<file path="src/rtl/fir_pkg.sv">
// Shared definitions for the FIR chain: sample width and the defaults
// used by the decimating averager and its output buffer.
package fir_pkg;
  localparam int FIR_DW       = 8;
  localparam int DEF_LOG2_DEC = 2;
  localparam int DEF_AW       = 3;

  typedef logic [FIR_DW-1:0] sample_t;
endpackage

</file>
<file path="src/rtl/fir_sync_fifo.sv">
// Show-ahead synchronous FIFO: dout presents the head entry whenever the
// FIFO is non-empty and reads 0 when empty.
module fir_sync_fifo #(
  parameter int DW = 8,
  parameter int AW = 3
) (
  input  logic          clk,
  input  logic          rst,
  input  logic          clear,
  input  logic          push,
  input  logic          pop,
  input  logic [DW-1:0] din,
  output logic [DW-1:0] dout,
  output logic          empty,
  output logic          full,
  output logic [AW:0]   count
);
  localparam logic [AW:0] DEPTH = {1'b1, {AW{1'b0}}};

  logic [DW-1:0] mem [2**AW];
  logic [AW-1:0] rd_ptr;
  logic [AW-1:0] wr_ptr;
  logic          do_push;
  logic          do_pop;

  assign empty   = (count == '0);
  assign full    = (count == DEPTH);
  assign do_pop  = pop & ~empty & ~clear;
  // A pop on the same edge frees the slot, so a push into a full FIFO is legal then.
  assign do_push = push & ~clear & (~full | do_pop);
  assign dout    = empty ? '0 : mem[rd_ptr];

  always_ff @(posedge clk) begin
    if (do_push) mem[wr_ptr] <= din;
  end

  always_ff @(posedge clk or posedge rst) begin
    if (rst) begin
      rd_ptr <= '0;
      wr_ptr <= '0;
      count  <= '0;
    end else if (clear) begin
      rd_ptr <= '0;
      wr_ptr <= '0;
      count  <= '0;
    end else begin
      if (do_push) wr_ptr <= wr_ptr + AW'(1);
      if (do_pop)  rd_ptr <= rd_ptr + AW'(1);
      if (do_push && !do_pop)      count <= count + (AW+1)'(1);
      else if (do_pop && !do_push) count <= count - (AW+1)'(1);
    end
  end
endmodule

</file>
<file path="src/rtl/fir_dec_avg_buf.sv">
// Averages each block of 2**LOG2_DEC valid FIR samples (truncating) and
// buffers the averages in a show-ahead FIFO drained through valid/ready.
module fir_dec_avg_buf
  import fir_pkg::*;
#(
  parameter int DW       = FIR_DW,
  parameter int LOG2_DEC = DEF_LOG2_DEC,
  parameter int AW       = DEF_AW
) (
  input  logic          clk,
  input  logic          rst,
  input  logic          clear,
  input  logic          in_valid,
  input  logic [DW-1:0] in_data,
  output logic          out_valid,
  input  logic          out_ready,
  output logic [DW-1:0] out_data,
  output logic [AW:0]   out_count,
  output logic          overflow
);
  localparam int SW = DW + LOG2_DEC;

  logic [LOG2_DEC-1:0] phase;
  logic [SW-1:0]       acc;
  logic [SW-1:0]       sum;
  logic [DW-1:0]       avg;
  logic                block_end;
  logic                push;
  logic                pop;
  logic                empty;
  logic                full;

  // Handshake: a word transfers on any rising edge where out_valid and
  // out_ready are both high; out_valid never depends on out_ready.
  assign out_valid = ~empty;
  assign pop       = out_valid & out_ready & ~clear;

  assign block_end = in_valid & (&phase) & ~clear;
  assign sum       = acc + {{LOG2_DEC{1'b0}}, in_data};
  assign avg       = sum[SW-1:LOG2_DEC];
  assign push      = block_end & (~full | pop);

  always_ff @(posedge clk or posedge rst) begin
    if (rst) begin
      phase    <= '0;
      acc      <= '0;
      overflow <= 1'b0;
    end else if (clear) begin
      phase    <= '0;
      acc      <= '0;
      overflow <= 1'b0;
    end else begin
      if (in_valid) begin
        phase <= phase + LOG2_DEC'(1);
        acc   <= (phase == '0) ? {{LOG2_DEC{1'b0}}, in_data} : sum;
      end
      if (block_end && full && !pop) overflow <= 1'b1;
    end
  end

  fir_sync_fifo #(
    .DW(DW),
    .AW(AW)
  ) u_fifo (
    .clk   (clk),
    .rst   (rst),
    .clear (clear),
    .push  (push),
    .pop   (pop),
    .din   (avg),
    .dout  (out_data),
    .empty (empty),
    .full  (full),
    .count (out_count)
  );
endmodule
</file>
<file path="config.mk">
export PLATFORM = sky130hd
export DESIGN_NAME = fir_dec_avg_buf
export DESIGN_NICKNAME = d
export VERILOG_FILES = /design/src/rtl/fir_pkg.sv /design/src/rtl/fir_sync_fifo.sv /design/src/rtl/fir_dec_avg_buf.sv
export SDC_FILE = /design/constraint.sdc
export NUM_CORES = 1
export LEC_CHECK = 0
export BUFFER_PORTS_ARGS = -buffer_cell sky130_fd_sc_hd__buf_4
export CORE_MARGIN = 3
export CORE_UTILIZATION = 38
export DETAILED_ROUTE_END_ITERATION = 12
export SLEW_MARGIN = 40
export SYNTH_ARGS = -nofsm -noshare
export SYNTH_HDL_FRONTEND = slang
export SYNTH_SLANG_ARGS = --single-unit
</file>
<file path="constraint.sdc">
create_clock -name clk -period 6.15 [get_ports clk]
set_input_delay 0.3075 -clock clk [delete_from_list [all_inputs] [get_ports clk]]
set_output_delay 0.3075 -clock clk [all_outputs]
set_load 0.05 [all_outputs]
</file>
# After elaboration in Yosys (flattened, before gate mapping)
# Memory sizes are Yosys's and may differ from the RTL's.
# Cells that the tools add are included.
[totals]
reg_bits = 23
ram_bits = 64
in_bits = 13
out_inout_bits = 14
word_cells = 60
memories = 1
[mem_list]
columns = ["name", "words", "width", "read_ports", "rd_ports_with_merged_regs", "wr", "line_no", "text"]
rows = [
  ["u_fifo.mem", 8, 8, 1, 0, 1, "fir_sync_fifo.sv:20", "logic [DW-1:0] mem [2**AW];"],
]
[classes]
add_sub_neg = 6
n_eq_ne = 1
muxes = 17
bitwise = 14
reduce_logical = 15
[op_table]
columns = ["operator", "n"]
rows = [
  ["two-way mux 10 bit", 3],
  ["two-way mux 3 bit", 4],
  ["two-way mux 4 bit", 3],
  ["adder 10 x 8 -> 10 bit", 1],
  ["AND 1 bit", 9],
  ["two-way mux 8 bit", 1],
  ["nonzero test 2 bit", 4],
  ["adder 3 x 1 -> 3 bit (second input constant)", 2],
  ["adder 4 x 1 -> 4 bit (second input constant)", 1],
  ["== test 4 bit (second input constant)", 1],
  ["logical AND 1 bit", 4],
  ["zero test 4 bit", 1],
  ["two-way mux 1 bit", 4],
  ["two-way mux 2 bit", 2],
  ["subtractor 4 x 1 -> 4 bit (second input constant)", 1],
  ["zero test 1 bit", 3],
  ["NOT 1 bit", 3],
  ["nonzero test 3 bit", 1],
  ["adder 2 x 1 -> 2 bit (second input constant)", 1],
  ["zero test 2 bit", 1],
  ["OR 1 bit", 2],
  ["AND reduction 2 bit", 1],
]

# Logic depth before layout (Yosys ltp)
[depth]
ltp_word = 13
mapped_depth = 10
depth_no_buf = 10

# By module
# Synthesis repeated with hierarchy kept, for this count alone.
[unflattened]
hier_cells = 329
area_unflattened_um2 = 4465.5
[by_module_without_submodules]
columns = ["mod", "instances", "cells_each", "area_each_um2", "seq_area_each_um2"]
rows = [
  ["fir_sync_fifo", 1, 192, 3208.1, 2172.1],
  ["fir_dec_avg_buf", 1, 137, 1257.5, 325.3],
]

# Least setup slack after synthesis
# Ideal clock, no wire load.
[synth_timing]
kind = "register to register"
from = "reg u_fifo.count[0]"
to = "reg u_fifo.count[3]"
setup_ns = 0.082
t_arrival_ns = 2.817
required_time_ns = 6.068
path_slack_ns = 3.250
path_stages_with_launch = 11
n_path_buf = 0
period_less_slack_ns = 2.900
path_cell_list = "dfrtp_1 -> nor4_4 -> inv_2 -> o21ai_2 -> nand2_1 -> ha_1 -> a21oi_1 -> nand2_1 -> or3_1 -> a21o_1 -> a31oi_1"
[synth_via]
elab_chain_len = 11
elab_cells_between_ends = 23
cone_classes = "add/sub (2); eq/ne (1); mux (3); bitwise (11); reduce/logical (6)"
[synth_lines]
columns = ["element", "line_no", "text"]
rows = [
  ["start, declared", "fir_sync_fifo.sv:16", "output logic [AW:0] count"],
  ["start signal, assigned", "fir_sync_fifo.sv:49", "if (do_push && !do_pop) count <= count + (AW+1)'(1);"],
  ["start signal, assigned", "fir_sync_fifo.sv:50", "else if (do_pop && !do_push) count <= count - (AW+1)'(1);"],
  ["zero test 4 bit (*)", "fir_sync_fifo.sv:26", "assign empty = (count == '0);"],
  ["NOT 1 bit (*)", "fir_dec_avg_buf.sv:35", "assign out_valid = ~empty;"],
  ["named net out_valid", "fir_dec_avg_buf.sv:15", "output logic out_valid,"],
  ["AND 1 bit (2 in series)", "fir_dec_avg_buf.sv:36", "assign pop = out_valid & out_ready & ~clear;"],
  ["OR 1 bit or AND 1 bit (tied branches)", "fir_dec_avg_buf.sv:41, fir_sync_fifo.sv:28", ""],
  ["AND 1 bit (on tied branches)", "fir_dec_avg_buf.sv:41, fir_sync_fifo.sv:28", ""],
  ["AND 1 bit or OR 1 bit (tied branches)", "fir_sync_fifo.sv:30", "assign do_push = push & ~clear & (~full | do_pop);"],
  ["AND 1 bit", "fir_sync_fifo.sv:30", ""],
  ["logical AND 1 bit or zero test 1 bit (tied branches)", "fir_sync_fifo.sv:49, fir_sync_fifo.sv:50", ""],
  ["two-way mux 4 bit or logical AND 1 bit (tied branches)", "fir_sync_fifo.sv:49, fir_sync_fifo.sv:50", ""],
  ["two-way mux 4 bit or nonzero test 3 bit (tied branches)", "n/a", ""],
]
# Mark *: on every way through the listed nets, which the timed path passes. The rest lies on a longest branch. The select of a mux whose other input is x is not followed.
# A chain may end at the register's enable or synchronous reset.

# Worst setup path in the final report
[layout_timing]
from = "reg u_fifo.count[0]"
to = "reg u_fifo.count[3]"
[layout_via]
elab_chain_len = 11
elab_cells_between_ends = 23
cone_classes = "add/sub (2); eq/ne (1); mux (3); bitwise (11); reduce/logical (6)"
[layout_lines]
columns = ["element", "line_no"]
rows = [
  ["zero test 4 bit", "fir_sync_fifo.sv:26"],
  ["NOT 1 bit", "fir_sync_fifo.sv:28, fir_dec_avg_buf.sv:35"],
  ["AND 1 bit (2 in series)", "fir_dec_avg_buf.sv:36"],
  ["OR 1 bit or AND 1 bit (tied branches)", "fir_dec_avg_buf.sv:41, fir_sync_fifo.sv:28"],
  ["AND 1 bit (on tied branches)", "fir_dec_avg_buf.sv:41, fir_sync_fifo.sv:28"],
  ["AND 1 bit or OR 1 bit (tied branches)", "fir_sync_fifo.sv:30"],
  ["AND 1 bit", "fir_sync_fifo.sv:30"],
  ["logical AND 1 bit or zero test 1 bit (tied branches)", "fir_sync_fifo.sv:49, fir_sync_fifo.sv:50"],
  ["two-way mux 4 bit or logical AND 1 bit (tied branches)", "fir_sync_fifo.sv:49, fir_sync_fifo.sv:50"],
  ["two-way mux 4 bit or nonzero test 3 bit (tied branches)", "n/a"],
]
# Parallel ways exist; a longest one is shown, timed or not. The select of a mux whose other input is x is not followed.

==> impl_metrics.py <==
metrics = {
    "status": {
        "status": "finished clean",
    },
    "timing": {
        "relSlewSlack": 0.4486,
        "fmax_mhz": 339.5,
        "tightest_slew_ns": 0.8240,
        "fin_ws_ns": 3.205,
        "fin_skew_ns": 0.009314,
        "finalHoldViolCount": 0,
        "finalSetupViolCount": 0,
        "tns_ns": 0,
        "rsz0062_at_grt": "no",
        "post-route-min-period_ns": 2.945,
        "slew_viol_final": 0,
        "fin_crit_sh": 0.4789,
    },
    "routing": {
        "drt_pre_antenna_iters": 4,
        "viasPerCell": 5.192,
        "via_count": 2383,
        "first_iter_violations": 83,
        "drt_wl_total_mm": 7.763,
        "ant_nets": 0,
        "drc": 0,
        "avgRoutedWirePerCell_um": 16.91,
    },
    "global_route": {
        "grt_max_degree": 27,
        "antenna_found_initial": 0,
        "grt_remaining_overflow": 0,
        "grt_usage": 0.1392,
        "grt_pass1_wl_mm": 12.39,
        "grt_pass1_vias": 2349,
    },
    "power_and_ir_drop": {
        "p_leak_uw": 0.001734,
        "intPower_uw": 1060,
        "combPwrFrac": 0.373,
        "p_clk_frac": 0.214,
        "p_seq_frac": 0.413,
        "finalPower_uw": 1726,
        "power.net_switching_uw": 665.4,
        "switching_share": 0.3856,
        "power_density_mw_per_mm2": 371.0,
        "ir_drop_mv": 0.2297,
    },
    "worst_setup_path": {
        "critPathMaxStageDelay_ns": 0.74,
        "crit_family": "simple AND/OR/NAND/NOR gates",
        "crit_fanout": 10,
        "cp_slowest_cell": "nor4_4",
        "critPathArrivalTime_ns": 3.23,
        "worstSetupPathType": "reg2reg",
        "start_kind": "register",
        "ff2ff_path_depth": 10,
        "cp_cell_sequence": "nor4_4, inv_2, o21ai_2, nand2_1, ha_1, a21oi_1, nand2_1, or3_1, a21o_1, a31oi_1",
        "reg2reg_from": "u_fifo.count[0]$_DFFE_PP0P_",
        "worstPathRequired_ns": 6.43,
        "path_common_cell": "nand2_1",
        "r2r_end": "u_fifo.count[3]$_DFFE_PP0P_",
        "cp-startpoint": "u_fifo.count[0]$_DFFE_PP0P_",
        "endpoint": "u_fifo.count[3]$_DFFE_PP0P_",
        "cp.depth": 10,
        "worst-path-buf-inv": 1,
        "r2r_slack_ns": 3.20,
        "end_kind": "register",
    },
    "synthesis": {
        "synth_area_mm2": 0.004108,
        "synth_most_common_cell": "edfxtp_1",
        "ys_top_cells_by_count": "edfxtp_1, nor2_1, dfrtp_1, mux4_2, mux2i_1",
        "synth_top_area_share": 0.4679,
        "yosysWarnings": 0,
        "ys_seq_area_frac": 0.6080,
        "synth_area_leaders": "edfxtp_1, dfrtp_1, mux4_2",
        "async_flop_share": 0.2644,
        "synth_cell_type_count": 41,
        "synth_nets": 320,
        "synth_top_area_cell": "edfxtp_1",
        "synth_edf_count": 64,
        "ys_seq_elements": 87,
        "yosys_most_used_dff": "edfxtp_1",
        "postSynthAreaPerCell_um2": 14.12,
        "synthCells": 291,
    },
    "floorplanning": {
        "initial_core_util": 0.3944,
        "die_h_um": 110.0,
        "die_area_mm2": 0.01209,
        "core_mm2": 0.01042,
        "num_rows": 37,
        "die_w_um": 110.0,
        "ios": 27,
    },
    "clocking": {
        "post_cts_buffers": 0,
        "clock_path_buffers": 2,
        "htreeDepth": 3,
        "clkTransAtPathRegs_ns": 0.09,
        "hold_buffers": 1,
        "numCtsBuffers": 9,
        "clk_latency_ns": 0.36,
        "cts-resized-gates": 0,
        "cts.sinks": 87,
        "cts-root-buf": "clkbuf_8",
        "cts_tree": "yes",
    },
    "layout": {
        "num-nets-final": 347,
        "multi_input_area_mm2": 0.001536,
        "synthToLayoutAreaGrowth_pct": 13.22,
        "regArea_mm2": 0.002497,
        "antennaDiodeCount": 0,
        "drive_gt1_frac": 0.2260,
        "nFillCells": 934,
    },
    "flow_run": {
        "maxCapViolations": 0,
    },
    "worst_hold_path": {
        "hold_path_class": "in2reg",
        "min_path_cells": 3,
        "min_from": "in_data[2]",
    },
    "place": {
        "place_congestion": 0.7424,
        "port_buffers": 26,
        "hpwl_mm": 5.172,
        "place_ws_ns": 3.157,
    },
}
-- placed cells by master, fill, tap and decap left out, types with 2 or more instances in the layout --
cell type,instances
fa_1,2
buf_4,28
xnor2_1,8
nor2_1,34
and4_1,2
edfxtp_1,64
nor2_2,5
mux4_2,16
inv_1,10
inv_6,2
a31oi_1,5
nor3_1,2
clkinv_4,2
clkbuf_8,9
dfrtp_1,23
ha_1,14
inv_2,2
o21ai_0,2
a21oi_1,7
a21o_1,5
nand2b_1,7
xor2_1,7
a211oi_1,8
or3_1,4
mux2i_1,15
o211ai_1,2
nand3_1,4
nand2_1,14
-- stage by stage --
step	util	std cells	instance area, um2	hold slack, ns
4_1_cts	0.4453	459	4638	0.2320
3_5_place_dp	0.4269	442	4447	0.3877
5_1_grt	0.4465	459	4651	0.2605
2_1_floorplan	-	291	4108	0.3094
3_3_place_gp	0.4263	442	4441	0.5171
6_report	0.4465	459	4651	0.2432
-- power groups by stage --
stage	Clock, uW	Combinational, uW	Sequential, uW
after floorplan	0	457	750
after global placement	0	644	725
after detailed placement	0	653	727
after CTS	381	655	714
after global routing	404	701	718
final	369	643	713
-- how the worst min path moves through the flow --
stage          slack [ns]                     endpoint
2_1_floorplan        0.31           acc[0]$_DFFE_PP0P_
3_3_place_gp         0.52         overflow$_DFFE_PP0P_
3_5_place_dp         0.39  u_fifo.count[2]$_DFFE_PP0P_
4_1_cts              0.23           acc[2]$_DFFE_PP0P_
5_1_grt              0.26           acc[2]$_DFFE_PP0P_
6_report             0.24           acc[2]$_DFFE_PP0P_
-- layer usage --
metal  vias to the layer above  track usage  wire (um)
met4                         0      0.04274        100
met3                        12      0.03320        226
li1                       1146            -          -
met2                        33       0.2275       3825
met5                         -            0          0
met1                      1192       0.1846       3610
-- registers in the layout (all words and copies together) (netlist names) --
signal,flops
u_fifo.mem,64
acc,10
u_fifo.count,4
u_fifo.rd_ptr,3
u_fifo.wr_ptr,3
phase,2
overflow,1
-- cells by family (layout without fill, tap and decap cells) --
logic type / after synthesis / count (layout) / synth area share
AND/OR/NAND/NOR: 78 / 78 / 0.09047
adder cells (fa/ha/maj): 16 / 16 / 0.05239
XOR/XNOR: 15 / 15 / 0.03198
buffers and inverters: 25 / 57 / 0.02376
multiplexers: 31 / 31 / 0.1243
AO/OA/AOI/OAI: 39 / 39 / 0.06915
flip-flops: 87 / 87 / 0.6080
-- layout make-up --
type / count / area share
clock buffers: 10 / 0.02744
repair buffers: 29 / 0.04735
inverters: 12 / 0.009685
well taps: 136 / 0.03659
multi-input cells: 179 / 0.3304
flip-flops and latches: 87 / 0.5370
clock inverters: 6 / 0.01157
-- worst register-to-register path: stages, from the launching register on --
cell	delay, ns
dfrtp_1	0.47
nor4_4	0.74
inv_2	0.15
o21ai_2	0.11
nand2_1	0.12
ha_1	0.33
a21oi_1	0.17
nand2_1	0.11
or3_1	0.33
a21o_1	0.19
a31oi_1	0.15
(Power assumes the default switching activity.)
